==> src/rtl/pueo_trig_pkg.sv <==
// Shared types for the sysclk trigger merger: source codes, queued entry layout and
// small arithmetic helpers.
package pueo_trig_pkg;

    localparam logic [1:0] TRIG_SRC_RF   = 2'd0;
    localparam logic [1:0] TRIG_SRC_EXT  = 2'd1;
    localparam logic [1:0] TRIG_SRC_PPS  = 2'd2;
    localparam logic [1:0] TRIG_SRC_SOFT = 2'd3;

    localparam int unsigned NUM_SRC = 4;

    typedef struct packed {
        logic [1:0]  source;
        logic [7:0]  metadata;
        logic [11:0] addr;
    } trig_entry_t;

    function automatic logic [2:0] popcount4(input logic [3:0] v);
        return {2'b00, v[0]} + {2'b00, v[1]} + {2'b00, v[2]} + {2'b00, v[3]};
    endfunction

    function automatic logic [15:0] sat_add16(input logic [15:0] a, input logic [2:0] inc);
        logic [16:0] sum;
        sum = {1'b0, a} + {14'b0, inc};
        return sum[16] ? 16'hFFFF : sum[15:0];
    endfunction

endpackage

==> src/rtl/pueo_trig_merge_fifo.sv <==
// First-word-fall-through synchronous FIFO of trigger entries. A push while full is
// dropped even if a pop happens in the same cycle.
module pueo_trig_merge_fifo
    import pueo_trig_pkg::*;
#(
    parameter int unsigned DEPTH = 4
) (
    input  logic        clk_i,
    input  logic        rst_i,
    input  logic        push_i,
    input  trig_entry_t data_i,
    input  logic        pop_i,
    output trig_entry_t data_o,
    output logic        full_o,
    output logic        empty_o
);

    localparam int unsigned AW = $clog2(DEPTH);
    localparam logic [AW:0] PTR_ONE = (AW + 1)'(1);

    logic [AW:0] wr_ptr_q;
    logic [AW:0] rd_ptr_q;
    trig_entry_t mem_q [DEPTH];
    logic        do_push;
    logic        do_pop;

    // Pointers carry one extra wrap bit so full and empty are distinguishable.
    assign empty_o = (wr_ptr_q == rd_ptr_q);
    assign full_o  = (wr_ptr_q[AW] != rd_ptr_q[AW]) &&
                     (wr_ptr_q[AW-1:0] == rd_ptr_q[AW-1:0]);
    assign do_push = push_i && !full_o;
    assign do_pop  = pop_i && !empty_o;
    assign data_o  = empty_o ? '0 : mem_q[rd_ptr_q[AW-1:0]];

    always_ff @(posedge clk_i) begin
        if (rst_i) begin
            wr_ptr_q <= '0;
            rd_ptr_q <= '0;
        end else begin
            if (do_push) begin
                wr_ptr_q <= wr_ptr_q + PTR_ONE;
            end
            if (do_pop) begin
                rd_ptr_q <= rd_ptr_q + PTR_ONE;
            end
        end
    end

    always_ff @(posedge clk_i) begin
        if (do_push) begin
            mem_q[wr_ptr_q[AW-1:0]] <= data_i;
        end
    end

endmodule

==> src/rtl/pueo_trig_merge.sv <==
// Samples four trigger sources once per sysclk phase slot, picks one by fixed priority,
// applies holdoff and queues accepted triggers for the event builder.
module pueo_trig_merge
    import pueo_trig_pkg::*;
#(
    parameter int unsigned CAPTURE_PHASE = 4,
    parameter int unsigned FIFO_DEPTH    = 4
) (
    input  logic        sysclk_i,
    input  logic        sysclk_rst_i,
    input  logic        sysclk_phase_i,
    input  logic        running_i,
    input  logic        rf_en_i,
    input  logic [15:0] holdoff_i,
    input  logic [11:0] rf_trig_i,
    input  logic [11:0] ext_trig_i,
    input  logic [11:0] pps_trig_i,
    input  logic [11:0] soft_trig_i,
    input  logic [7:0]  rf_metadata_i,
    input  logic [7:0]  ext_metadata_i,
    input  logic [7:0]  pps_metadata_i,
    input  logic [7:0]  soft_metadata_i,
    input  logic        rf_valid_i,
    input  logic        ext_valid_i,
    input  logic        pps_valid_i,
    input  logic        soft_valid_i,
    output logic [11:0] trig_o,
    output logic [7:0]  trig_metadata_o,
    output logic [1:0]  trig_source_o,
    output logic        trig_valid_o,
    input  logic        trig_ready_i,
    output logic [15:0] holdoff_rej_o,
    output logic [15:0] coinc_rej_o,
    output logic [15:0] overflow_rej_o
);

    localparam logic [2:0] CAP_PHASE = 3'(CAPTURE_PHASE);

    logic [2:0]  phase_q;
    logic        cap_hit;
    logic        cap_stb_q;
    logic [3:0]  cap_valid_q;
    trig_entry_t cap_entry_q [NUM_SRC];

    logic        decide;
    logic        hold_busy;
    logic        push;
    logic        fifo_full;
    logic        fifo_empty;
    trig_entry_t win_entry;
    trig_entry_t head;
    logic [2:0]  lose_inc;
    logic [2:0]  hold_inc;
    logic [2:0]  ovf_inc;
    logic [15:0] holdoff_q;
    logic [15:0] holdoff_d;
    logic [15:0] holdoff_rej_q;
    logic [15:0] coinc_rej_q;
    logic [15:0] overflow_rej_q;

    // Free-running slot counter; the phase pulse only realigns it.
    always_ff @(posedge sysclk_i) begin
        if (sysclk_rst_i || sysclk_phase_i) begin
            phase_q <= '0;
        end else begin
            phase_q <= phase_q + 3'd1;
        end
    end

    assign cap_hit = (phase_q == CAP_PHASE);

    always_ff @(posedge sysclk_i) begin
        if (sysclk_rst_i) begin
            cap_stb_q   <= 1'b0;
            cap_valid_q <= '0;
            for (int i = 0; i < NUM_SRC; i++) begin
                cap_entry_q[i] <= '0;
            end
        end else begin
            cap_stb_q <= cap_hit;
            if (cap_hit) begin
                cap_valid_q    <= {soft_valid_i, pps_valid_i, ext_valid_i, rf_valid_i & rf_en_i};
                cap_entry_q[0] <= '{source: TRIG_SRC_RF, metadata: rf_metadata_i,
                                    addr: rf_trig_i};
                cap_entry_q[1] <= '{source: TRIG_SRC_EXT, metadata: ext_metadata_i,
                                    addr: ext_trig_i};
                cap_entry_q[2] <= '{source: TRIG_SRC_PPS, metadata: pps_metadata_i,
                                    addr: pps_trig_i};
                cap_entry_q[3] <= '{source: TRIG_SRC_SOFT, metadata: soft_metadata_i,
                                    addr: soft_trig_i};
            end
        end
    end

    always_comb begin
        if (cap_valid_q[0]) begin
            win_entry = cap_entry_q[0];
        end else if (cap_valid_q[1]) begin
            win_entry = cap_entry_q[1];
        end else if (cap_valid_q[2]) begin
            win_entry = cap_entry_q[2];
        end else begin
            win_entry = cap_entry_q[3];
        end
    end

    assign decide    = cap_stb_q && running_i && (cap_valid_q != 4'd0);
    assign hold_busy = (holdoff_q != 16'd0);
    assign push      = decide && !hold_busy && !fifo_full;
    assign lose_inc  = decide ? (popcount4(cap_valid_q) - 3'd1) : 3'd0;
    assign hold_inc  = {2'b00, decide && hold_busy};
    assign ovf_inc   = {2'b00, decide && !hold_busy && fifo_full};

    always_comb begin
        holdoff_d = holdoff_q;
        if (!running_i) begin
            holdoff_d = '0;
        end else if (push) begin
            holdoff_d = holdoff_i;
        end else if (holdoff_q != 16'd0) begin
            holdoff_d = holdoff_q - 16'd1;
        end
    end

    always_ff @(posedge sysclk_i) begin
        if (sysclk_rst_i) begin
            holdoff_q <= '0;
        end else begin
            holdoff_q <= holdoff_d;
        end
    end

    always_ff @(posedge sysclk_i) begin
        if (sysclk_rst_i || !running_i) begin
            holdoff_rej_q  <= '0;
            coinc_rej_q    <= '0;
            overflow_rej_q <= '0;
        end else begin
            holdoff_rej_q  <= sat_add16(holdoff_rej_q, hold_inc);
            coinc_rej_q    <= sat_add16(coinc_rej_q, lose_inc);
            overflow_rej_q <= sat_add16(overflow_rej_q, ovf_inc);
        end
    end

    pueo_trig_merge_fifo #(
        .DEPTH (FIFO_DEPTH)
    ) u_fifo (
        .clk_i   (sysclk_i),
        .rst_i   (sysclk_rst_i),
        .push_i  (push),
        .data_i  (win_entry),
        .pop_i   (trig_valid_o && trig_ready_i),
        .data_o  (head),
        .full_o  (fifo_full),
        .empty_o (fifo_empty)
    );

    assign trig_valid_o    = !fifo_empty;
    assign trig_o          = head.addr;
    assign trig_metadata_o = head.metadata;
    assign trig_source_o   = head.source;
    assign holdoff_rej_o   = holdoff_rej_q;
    assign coinc_rej_o     = coinc_rej_q;
    assign overflow_rej_o  = overflow_rej_q;

endmodule

==> config.mk <==
export PLATFORM = sky130hd
export DESIGN_NAME = pueo_trig_merge
export DESIGN_NICKNAME = d
export VERILOG_FILES = /design/src/rtl/pueo_trig_pkg.sv /design/src/rtl/pueo_trig_merge_fifo.sv /design/src/rtl/pueo_trig_merge.sv
export SDC_FILE = /design/constraint.sdc
export NUM_CORES = 1
export LEC_CHECK = 0
export ABC_AREA = 0
export CORE_MARGIN = 2
export CORE_UTILIZATION = 38
export CTS_CLUSTER_DIAMETER = 60
export DETAILED_ROUTE_END_ITERATION = 16
export PLACE_DENSITY = 0.64
export SYNTH_ARGS = -nofsm -noshare
export SYNTH_HDL_FRONTEND = slang
export SYNTH_HIERARCHICAL = 1
export SYNTH_SLANG_ARGS = --single-unit
==> constraint.sdc <==
create_clock -name sysclk_i -period 4.5 [get_ports sysclk_i]
set_clock_uncertainty 0.1 [all_clocks]
set_input_delay 0.675 -clock sysclk_i [delete_from_list [all_inputs] [get_ports sysclk_i]]
set_output_delay 0.675 -clock sysclk_i [all_outputs]
set_load 0.02 [all_outputs]
==> reports/metrics.yaml <==
n_antenna_cell: 0
initial_utilization_pct: 38.3
layout-drive-gt1-share_pct: 7.87
h-tree-depth: 1
cp-start-kind: "flip-flop"
synth_area_mm2: 0.0109
reg2regPathDepth: 10
synth_cells: 887
ctsHoldBuffers: 0
grt_max_degree: 86
layout_common_cells: "176 x clkdlybuf4s50_1, 169 x edfxtp_1, 86 x and2_1"
maxCapViolations: 0
dieHeight_um: 174
syn_to_final_growth_pct: 27.5
hold_viol_final: 0
totalNegativeSetupSlack_ns: 0
fp.dieArea_mm2: 0.0302
outcome: "finished clean"
tightest_slew_ns: 1.07
finalCritPeriodShare_pct: 84.6
wl_um: 23100
critPathCaptureType: "flip-flop"
r2r-start: "cap_valid_q[0]$_SDFFE_PP0P_"
grtUsageTotal_pct: 15.0
clockRootBuffer: "clkbuf_16"
ant_nets: 0
max_slew_margin_pct: 28.5
worstReg2RegEnd: "coinc_rej_o[2]$_SDFF_PP0_"
slowest_stage: "dfxtp_1"
finalWeightedCongestion: 0.764
cts.path.max_buffers: 3
clock_latency_ns: 0.53
async_flop_share_pct: 0
slowest_delay_ns: 0.59
synth_nets: 1012
path_cells: "inv_1, ha_1, fa_1, ha_1, nor2_1, fa_1, a21oi_1, nor4b_1, nand3_1, a21oi_1"
placed_area_mm2: 0.0131
r2r_setup_slack_ns: 0.69
syn_area_per_cell_um2: 12.3
hold_class: "reg -> reg"
setup_viol: 0
std_cell_rows: 62
cts_buffers: 27
synth_edf_count: 169
vias: 7101
setup.worst_path.end: "coinc_rej_o[2]$_SDFF_PP0_"
min_from: "phase_q[0]$_SDFF_PP0_"
cp_data_required_time_ns: 4.86
drc: 0
synth_top_flop_cell: "edfxtp_1"
slew_violations: 0
drt-initial-drc-count: 391
dpl.hpwl_um: 15700
portBuffers: 176
ir_drop_mv: 0.241
die_w_um: 174
ios: 177
ys_seq_area_share_pct: 61.2
post-route-min-period_ns: 3.81
final_nets: 1186
firstDrtPassIters: 6
synthDistinctLibCells: 53
cts_tree: "yes"
postCtsSetupBuffers: 0
core_mm2: 0.0285
p_leak_nw: 4.84
final-seq-area_mm2: 0.00670
grt_pass1_wl_um: 36600
multi_input_area_mm2: 0.00394
fmax_ghz: 0.263
antenna_found_initial: 0
post_cts_resized: 0
crit_fanout: 17
clkSinkCount: 250
via_per_inst: 4.85
final_common_cell: "clkdlybuf4s50_1"
ys_seq_elements: 250
first_global_vias: 6752
cellPowerDensity_mw_per_mm2: 412
worstPathArrival_ns: 4.17
grt_overflow: 0
crit_path_start: "cap_valid_q[0]$_SDFFE_PP0P_"
critical_path_class: "reg -> reg"
ys_warn_count: 6
rsz0062_at_grt: "false"
wl_per_cell_um: 15.8
clkTransAtPathRegs_ns: 0.06
final_cell_area_mm2: 0.0139
fill_cells: 2597
-- cell usage after synthesis, drive strengths merged, types with 23 or more instances --
| cell type | count | share of area, % |
|---|---|---|
| a21oi | 76 | 3.5 |
| xor2 | 24 | 2.0 |
| nand2 | 50 | 1.7 |
| edfxtp | 169 | 46 |
| nor2b | 26 | 1.5 |
| and2 | 86 | 4.9 |
| nand3 | 30 | 1.4 |
| mux2i | 23 | 2.1 |
| clkbuf | 31 | 1.1 |
| o21ai | 31 | 1.4 |
| nor2 | 45 | 1.5 |
| dfxtp | 81 | 15 |
| xnor2 | 24 | 1.9 |
| inv | 28 | 0.96 |
-- logic make-up (layout without fill, tap and decap cells) --
group / after synthesis / in the layout / share of synthesized area (%)
flip-flops: 250 / 250 / 61.2
adder cells (fa/ha/maj): 19 / 19 / 2.31
multiplexers: 45 / 45 / 6.64
XOR/XNOR: 48 / 48 / 3.91
AO/OA/AOI/OAI: 140 / 140 / 7.34
buffers and inverters: 74 / 267 / 2.83
AND/OR/NAND/NOR: 311 / 311 / 15.7
-- worst min path at each step --
| stage | to | slack, ns | cells after the start |
|---|---|---|---|
| floorplan | phase_q[0]$_SDFF_PP0_ | 0.32 | 1 |
| global placement | phase_q[0]$_SDFF_PP0_ | 0.34 | 1 |
| detailed placement | phase_q[0]$_SDFF_PP0_ | 0.36 | 1 |
| CTS | phase_q[0]$_SDFF_PP0_ | 0.36 | 1 |
| global route | phase_q[0]$_SDFF_PP0_ | 0.41 | 1 |
| finish | phase_q[0]$_SDFF_PP0_ | 0.36 | 1 |
-- worst max-delay path: cells and delay by family, from the launching register on --
family          cells  cell delay (ns)
flops               1             0.59
simple gates        3             1.31
compound gates      2             0.37
fa+ha+maj           4             1.23
buf+inv             1             0.11
-- through the flow --
stage | power, mW | instances | utilization (%) | hold WS, ns | setup WS [ns]
final | 5.75 | 1464 | 48.9 | 0.360 | 0.693
after global routing | 6.00 | 1464 | 48.9 | 0.414 | 0.183
after CTS | 5.80 | 1464 | 48.9 | 0.364 | 0.635
after detailed placement | 3.66 | 1416 | 45.9 | 0.361 | 0.648
after global placement | 3.66 | 1416 | 45.9 | 0.341 | 0.819
after floorplan | 3.38 | 887 | - | 0.321 | 0.845
-- final cells by class --
class                      instances  share of cell area [%]
clock inverter                    16                    1.10
inverter                          28                   0.762
sequential                       250                    48.0
timing repair buffer             191                    13.4
tap                              384                    3.44
clock buffer                      32                    4.98
multi-input combinational        563                    28.3
-- where the power goes --
part           switching, mW  total, mW  leakage [nW]  internal, mW
Combinational          0.532       1.01          2.15         0.477
Sequential            0.0636       2.59          2.29          2.53
Clock                  0.882       2.15         0.403          1.26
Total                   1.48       5.75          4.84          4.27
-- metal layers --
metal | wire length (µm) | GRT usage, % | up-vias
li1 | - | - | 3563
met1 | 11200 | 21.8 | 3362
met2 | 10600 | 23.7 | 145
met3 | 869 | 2.26 | 31
met4 | 488 | 3.75 | 0
met5 | 0 | 0 | -
-- sequential cells by signal, summed over array words and instances, names as in the netlist, 3 cells and up, named ones only --
name             cells
holdoff_q           16
u_fifo/wr_ptr_q      3
u_fifo/rd_ptr_q      3
cap_valid_q          4
holdoff_rej_o       16
overflow_rej_o      16
u_fifo/mem_q        88
phase_q              3
cap_entry_q         82
coinc_rej_o         16
No activity file was read; power rests on OpenSTA's default activity.
